==> config.mk <==
export PLATFORM = sky130hd
export DESIGN_NAME = pdm_ramp_sequencer
export DESIGN_NICKNAME = d
export VERILOG_FILES = /design/src/rtl/pdm_seq_pkg.sv /design/src/rtl/pdm_ramp_step.sv /design/src/rtl/pdm_ramp_sequencer.sv
export SDC_FILE = /design/constraint.sdc
export NUM_CORES = 1
export LEC_CHECK = 0
export CAP_MARGIN = 40
export CORE_MARGIN = 2
export CORE_UTILIZATION = 33
export DETAILED_ROUTE_END_ITERATION = 7
export HOLD_SLACK_MARGIN = 0.06
export PLACE_DENSITY_LB_ADDON = 0.1
export SYNTH_ARGS = -nofsm -noshare
export SYNTH_HDL_FRONTEND = slang
export SYNTH_SLANG_ARGS = --single-unit
==> constraint.sdc <==
create_clock -name clk -period 7 [get_ports clk]
set_input_delay 1.05 -clock clk [delete_from_list [all_inputs] [get_ports clk]]
set_output_delay 1.05 -clock clk [all_outputs]
set_load 0.02 [all_outputs]
==> src/rtl/pdm_seq_pkg.sv <==
// Shared definitions for the pdm ramp sequencer: scan FSM states,
// register-map offsets and STATUS bit positions.
package pdm_seq_pkg;

    typedef enum logic {
        IDLE = 1'b0,
        SCAN = 1'b1
    } fsm_t;

    // Per-channel register pair: word 2*i is TARGET, word 2*i+1 is STEP.
    localparam int OFS_TARGET = 0;
    localparam int OFS_STEP   = 1;

    // STATUS register bits.
    localparam int STAT_BUSY    = 0;
    localparam int STAT_OVERRUN = 1;

    // STATUS sits right after the last channel's register pair.
    function automatic int status_index(input int channels);
        return 2 * channels;
    endfunction

endpackage

==> src/rtl/pdm_ramp_step.sv <==
// Ramp step: moves a level one step toward its target without overshoot.
// A zero step means "jump straight to the target".
module pdm_ramp_step #(
    parameter int pBits = 8
) (
    input  logic [pBits-1:0] cur,
    input  logic [pBits-1:0] target,
    input  logic [pBits-1:0] step,
    output logic [pBits-1:0] nxt
);

    // Next level: clamp to target whenever the remaining distance fits in one step.
    always_comb begin
        // NOTE: nxt gets a default before any branch so no path leaves it unassigned (no latch).
        nxt = cur;
        if (step == '0) begin
            nxt = target;
        end else if (cur < target) begin
            nxt = (target - cur <= step) ? target : cur + step;
        end else if (cur > target) begin
            nxt = (cur - target <= step) ? target : cur - step;
        end
    end

endmodule

==> src/rtl/pdm_ramp_sequencer.sv <==
// Wishbone peripheral that ramps a bank of pdm channel levels toward
// programmed targets. Each prescaler tick launches one scan pass that
// visits channels in order, one per clock, and loads changed levels into
// the channel array through a one-hot strobe and a shared data bus.
module pdm_ramp_sequencer
    import pdm_seq_pkg::*;
#(
    parameter int pBits     = 8,
    parameter int pChannels = 4,
    parameter int pPrescale = 1000,
    localparam int AW       = $clog2(2 * pChannels + 1)
) (
    input  logic                 clk,
    input  logic                 rst,
    input  logic                 wb_stb,
    input  logic                 wb_we,
    input  logic [AW-1:0]        wb_adr,
    input  logic [31:0]          wb_dat_c,
    output logic [31:0]          wb_dat_p,
    output logic                 wb_ack,
    output logic [pChannels-1:0] chan_stb,
    output logic [pBits-1:0]     chan_data
);

    localparam int PW         = $clog2(pPrescale);
    localparam int IW         = (pChannels > 1) ? $clog2(pChannels) : 1;
    localparam int STATUS_ADR = status_index(pChannels);

    if (pChannels < 1) begin : g_bad_channels
        $error("pdm_ramp_sequencer: pChannels must be >= 1");
    end
    if (pPrescale < pChannels + 1) begin : g_bad_prescale
        $error("pdm_ramp_sequencer: pPrescale must be >= pChannels+1");
    end

    logic [pBits-1:0] cur    [pChannels];
    logic [pBits-1:0] target [pChannels];
    logic [pBits-1:0] step   [pChannels];

    logic [PW-1:0] pre_cnt;
    logic          pre_wrap;
    logic          tick;

    fsm_t          state, state_nxt;
    logic [IW-1:0] idx, idx_nxt;
    logic          overrun, overrun_set;
    logic          visit;

    logic [pBits-1:0] vis_cur, vis_nxt;

    logic          adr_is_chan, adr_is_status;
    logic [IW-1:0] adr_ch;
    logic          wr_chan, wr_status;
    logic [31:0]   rdata;

    // Upper write-data bits beyond the level width carry no meaning.
    if (pBits < 32) begin : g_unused_dat
        logic unused_dat;
        assign unused_dat = ^wb_dat_c[31:pBits];
    end

    // Bus decode.
    assign adr_is_chan   = (wb_adr < AW'(2 * pChannels));
    assign adr_is_status = (wb_adr == AW'(STATUS_ADR));
    assign adr_ch        = wb_adr[IW:1];
    assign wr_chan       = wb_stb && wb_we && adr_is_chan;
    assign wr_status     = wb_stb && wb_we && adr_is_status;

    // Prescaler wrap and scan trigger; the counter wraps on its own compare
    // so the count never depends on the trigger net.
    assign pre_wrap = (pre_cnt == PW'(pPrescale - 1));
    assign tick     = pre_wrap;

    // Free-running prescaler, 0..pPrescale-1.
    always_ff @(posedge clk) begin
        // NOTE: sequential state uses non-blocking assignments so every flop samples pre-edge values.
        if (rst) begin
            pre_cnt <= '0;
        end else if (pre_wrap) begin
            pre_cnt <= '0;
        end else begin
            pre_cnt <= pre_cnt + PW'(1);
        end
    end

    // Scan FSM state register.
    always_ff @(posedge clk) begin
        if (rst) begin
            state <= IDLE;
            idx   <= '0;
        end else begin
            state <= state_nxt;
            idx   <= idx_nxt;
        end
    end

    // Scan FSM next state: one channel per clock, ticks during a pass are dropped.
    always_comb begin
        state_nxt   = state;
        idx_nxt     = idx;
        overrun_set = 1'b0;
        case (state)
            IDLE: begin
                if (tick) begin
                    state_nxt = SCAN;
                    idx_nxt   = '0;
                end
            end
            SCAN: begin
                overrun_set = tick;
                if (idx == IW'(pChannels - 1)) begin
                    state_nxt = IDLE;
                    idx_nxt   = '0;
                end else begin
                    idx_nxt = idx + IW'(1);
                end
            end
            default: begin
                state_nxt = IDLE;
                idx_nxt   = '0;
            end
        endcase
    end

    assign visit   = (state == SCAN);
    assign vis_cur = cur[idx];

    // The single ramp stepper is shared by all channels through idx.
    pdm_ramp_step #(
        .pBits(pBits)
    ) u_step (
        .cur   (vis_cur),
        .target(target[idx]),
        .step  (step[idx]),
        .nxt   (vis_nxt)
    );

    // Channel register file: visit updates cur, bus writes update target/step.
    always_ff @(posedge clk) begin
        if (rst) begin
            // NOTE: these arrays are small flop banks, not RAM, so clearing them all on reset is intended.
            for (int i = 0; i < pChannels; i++) begin
                cur[i]    <= '0;
                target[i] <= '0;
                step[i]   <= '0;
            end
        end else begin
            if (visit) begin
                cur[idx] <= vis_nxt;
            end
            if (wr_chan) begin
                if (wb_adr[0] == 1'(OFS_STEP)) begin
                    step[adr_ch] <= wb_dat_c[pBits-1:0];
                end else begin
                    target[adr_ch] <= wb_dat_c[pBits-1:0];
                end
            end
        end
    end

    // Level-load strobe for the channel array, one cycle after its visit.
    always_ff @(posedge clk) begin
        if (rst) begin
            chan_stb  <= '0;
            chan_data <= '0;
        end else if (visit && (vis_nxt != vis_cur)) begin
            chan_stb  <= pChannels'(1) << idx;
            chan_data <= vis_nxt;
        end else begin
            chan_stb  <= '0;
            chan_data <= '0;
        end
    end

    // Overrun flag: set by a dropped tick, cleared by writing 1 to its bit; set wins.
    always_ff @(posedge clk) begin
        if (rst) begin
            overrun <= 1'b0;
        end else if (overrun_set) begin
            overrun <= 1'b1;
        end else if (wr_status && wb_dat_c[STAT_OVERRUN]) begin
            overrun <= 1'b0;
        end
    end

    // Read mux; TARGET words return the live level, not the target.
    always_comb begin
        rdata = '0;
        if (adr_is_chan) begin
            if (wb_adr[0] == 1'(OFS_STEP)) begin
                rdata[pBits-1:0] = step[adr_ch];
            end else begin
                rdata[pBits-1:0] = cur[adr_ch];
            end
        end else if (adr_is_status) begin
            rdata[STAT_BUSY]    = visit;
            rdata[STAT_OVERRUN] = overrun;
        end
    end

    // Registered Wishbone response: ack and read data one cycle after stb.
    always_ff @(posedge clk) begin
        if (rst) begin
            wb_ack   <= 1'b0;
            wb_dat_p <= '0;
        end else begin
            wb_ack   <= wb_stb;
            wb_dat_p <= (wb_stb && !wb_we) ? rdata : '0;
        end
    end

endmodule

==> flow_summary.json <==
{
  "status": "completed",
  "final_cells": 1152,
  "ys_warn_count": 0,
  "gp_congestion": 0.864,
  "start_kind": "register",
  "nets": 899,
  "setup_viol": 0,
  "synth_area_leader_cell": "edfxtp_1",
  "clk_pin_slew_ns": 0.06,
  "wirelength_mm": 23.2,
  "die_h_um": 163,
  "numClockSinks": 133,
  "syn_area_sq_um": 8310,
  "antennaDiodeCount": 0,
  "slew_viol_final": 0,
  "coreArea_sq_um": 25000,
  "dp_cells": 1120,
  "arrival_ns": 6.51,
  "path_max_fanout": 21,
  "ys_seq_area_share_pct": 43.6,
  "route.vias.total": 5964,
  "max_freq_mhz": 160,
  "hold_viol": 0,
  "worstSetupEndpointType": "register",
  "start_util_pct": 33.3,
  "holdWs_ns": 0.445,
  "syn_avg_cell_area_sq_um": 10.7,
  "path_class": "register to register",
  "avgRoutedWirePerCell_um": 20.2,
  "synth_area_leaders": "edfxtp_1 35%, mux4_2 9.5%, dfxtp_1 8.9%, ha_1 6.9%, nor2_1 5.1%",
  "final_util_pct": 38.4,
  "antenna_found_initial": 0,
  "cap_violations": 0,
  "grt_pass1_vias": 6218,
  "rows": 58,
  "clockRootBuffer": "clkbuf_16",
  "max_slew_margin_pct": 45.7,
  "path_buf_inv": 4,
  "synth-seq-cells": 133,
  "worstSkewPairLatency_ns": 0.43,
  "io_pins": 85,
  "clock_skew_ns": 0.0148,
  "drc": 0,
  "grt_overflow": 0,
  "drive_above_1_share_pct": 14.0,
  "setup_tns_ns": 0,
  "port_buffers": 36,
  "cts_max_path_buffers": 2,
  "drtIter0Drc": 459,
  "vdd_drop_max_v": 0.000157,
  "holdCritPathClass": "register to register",
  "cts_buffers": 17,
  "tightest_slew_ns": 0.811,
  "synthFlopType": "edfxtp_1",
  "finalPower_w": 0.00225,
  "rsz0062_at_grt": "no",
  "leakagePower_nw": 3.79,
  "async_flop_share_pct": 0,
  "cts_tree": "yes",
  "ant_nets": 0,
  "synthToLayoutAreaGrowth_pct": 15.3,
  "dieArea_sq_um": 26500,
  "ys_types": 68,
  "ctsHoldBuffers": 0,
  "grt_max_degree": 24,
  "critPathMaxStageDelay_ns": 0.62,
  "grt_usage_pct": 18.1,
  "worstPathRequired_ns": 7.28,
  "syn_inst": 774,
  "ctsResizeCount": 0,
  "grt_pass1_wl_mm": 35.7,
  "p_per_area_nw_per_um2": 234,
  "ctsHtreeMaxLevel": 4,
  "dr.pass1.iters": 6,
  "fin_crit_sh_pct": 89.0,
  "fin_crit_ns": 6.23,
  "path_delay_family": "simple AND/OR/NAND/NOR gates",
  "cp_cell_sequence": "buf_12 > mux4_2 > inv_1 > ha_1 > inv_1 > nor2_1 > o21ai_0 > nand2b_1 > a21o_1 > a21oi_1 > xnor2_1 > ha_1 > o21ai_0 > nor2_1 > or4bb_1 > a21o_1 > nand2_1 > a2111oi_0 > a2111oi_0 > nand4_1 > nor4_2 > buf_4 > nor3_1",
  "synth_edf_count": 96,
  "slowest_stage": "dfxtp_1",
  "post-cts-setup-buffers": 0,
  "viasPerCell": 5.18,
  "synth_top_cell_area_share_pct": 34.7,
  "die_w_um": 163,
  "dp.final_hpwl_mm": 17.5
}
final timing paths:
check / slack (ns) / cells past startpoint / from / endpoint
setup / recovery: 0.77 / 23 / register / chan_stb[3]$_SDFF_PP0_
hold / removal: 0.44 / 1 / pre_cnt[0]$_SDFF_PP0_ / pre_cnt[0]$_SDFF_PP0_
setup reg to reg: 0.77 / 23 / register / chan_stb[3]$_SDFF_PP0_
hold reg to reg: 0.44 / 1 / pre_cnt[0]$_SDFF_PP0_ / pre_cnt[0]$_SDFF_PP0_
logic make-up (layout without fill, tap and decap cells):
| family | after synthesis | count (layout) | share of synthesized area [%] |
|---|---|---|---|
| AO/OA/AOI/OAI | 127 | 127 | 10.2 |
| other | 1 | 24 | 0.0451 |
| multiplexers | 51 | 51 | 12.2 |
| buffers and inverters | 123 | 148 | 7.25 |
| AND/OR/NAND/NOR | 255 | 255 | 15.3 |
| flip-flops | 133 | 133 | 43.6 |
| XOR/XNOR | 34 | 34 | 3.58 |
| adder cells (fa/ha/maj) | 50 | 50 | 7.89 |
power breakdown:
| part | internal (W) | total (W) | switching, W |
|---|---|---|---|
| Combinational | 0.000169 | 0.000453 | 0.000284 |
| Sequential | 0.000873 | 0.000885 | 0.0000120 |
| Clock | 0.000548 | 0.000908 | 0.000361 |
flip-flops by register name (all words and copies together) (netlist names), named ones only:
register   flops
target        32
idx            2
cur           32
state          1
chan_stb       4
overrun        1
step          32
pre_cnt       10
wb_dat_p       8
chan_data      8
wb_ack         1
layer usage:
metal | global-route usage [%] | vias to the layer above | part of all wire (%)
met1 | 25.2 | 2976 | 46
met5 | 0 | - | 0
met3 | 3.16 | 25 | 4.1
met2 | 28.7 | 159 | 48
met4 | 5.67 | 0 | 1.9
li1 | - | 2804 | -
final cells by class:
type,count,area (sq um)
clock buffer,21,493
clock inverter,11,111
fill,2468,15400
inverter,62,233
multi-input combinational,541,4170
sequential,133,3620
tap,330,413
timing repair buffer,54,539
Yosys cell counts (all sizes together), types with 2 or more instances:
cell     count
o31a         2
clkbuf      20
a41o         2
nand2       41
nor2       122
nor4bb       2
a211oi      10
nor2b        7
mux4        39
nand3       14
buf         41
o21ai       24
o31ai        2
or2         10
and2         7
a2111oi      3
dfxtp       37
edfxtp      96
or3          3
fa           4
ha          46
nand4        6
xnor2       22
inv         62
o311ai       2
nand2b      11
a31oi        4
and3         9
a21o        16
a221oi       4
nand3b       2
a31o         2
mux2i       10
xor2        12
o21a         3
and4         2
nor3         8
o21bai       8
mux2         2
nor4         7
a21oi       34
through the flow:
step / area, sq um / setup slack, ns
after CTS: 9590 / 0.725
after detailed placement: 8980 / 0.736
after global placement: 8900 / 0.877
final: 9590 / 0.769
after floorplan: 8400 / 1.70
after global routing: 9590 / 0.338
placed cells by master, fill, tap and decap left out, types with 9 or more instances in the layout:
cell type / synthesis / layout
dfxtp_1: 37 / 37
and3_1: 9 / 9
a21o_1: 16 / 16
xnor2_1: 22 / 22
conb_1: 1 / 24
o21ai_0: 23 / 23
nand2b_1: 11 / 11
or2_2: 10 / 10
edfxtp_1: 96 / 96
inv_1: 62 / 62
a21oi_1: 34 / 34
buf_4: 24 / 14
clkbuf_16: 0 / 19
nand2_1: 40 / 40
nor2_2: 10 / 10
xor2_1: 12 / 12
nor2_1: 112 / 112
nand3_1: 14 / 14
a211oi_1: 10 / 10
clkdlybuf4s50_1: 0 / 36
mux4_2: 35 / 35
ha_1: 46 / 46
mux2i_1: 10 / 10
(Power assumes the default switching activity.)
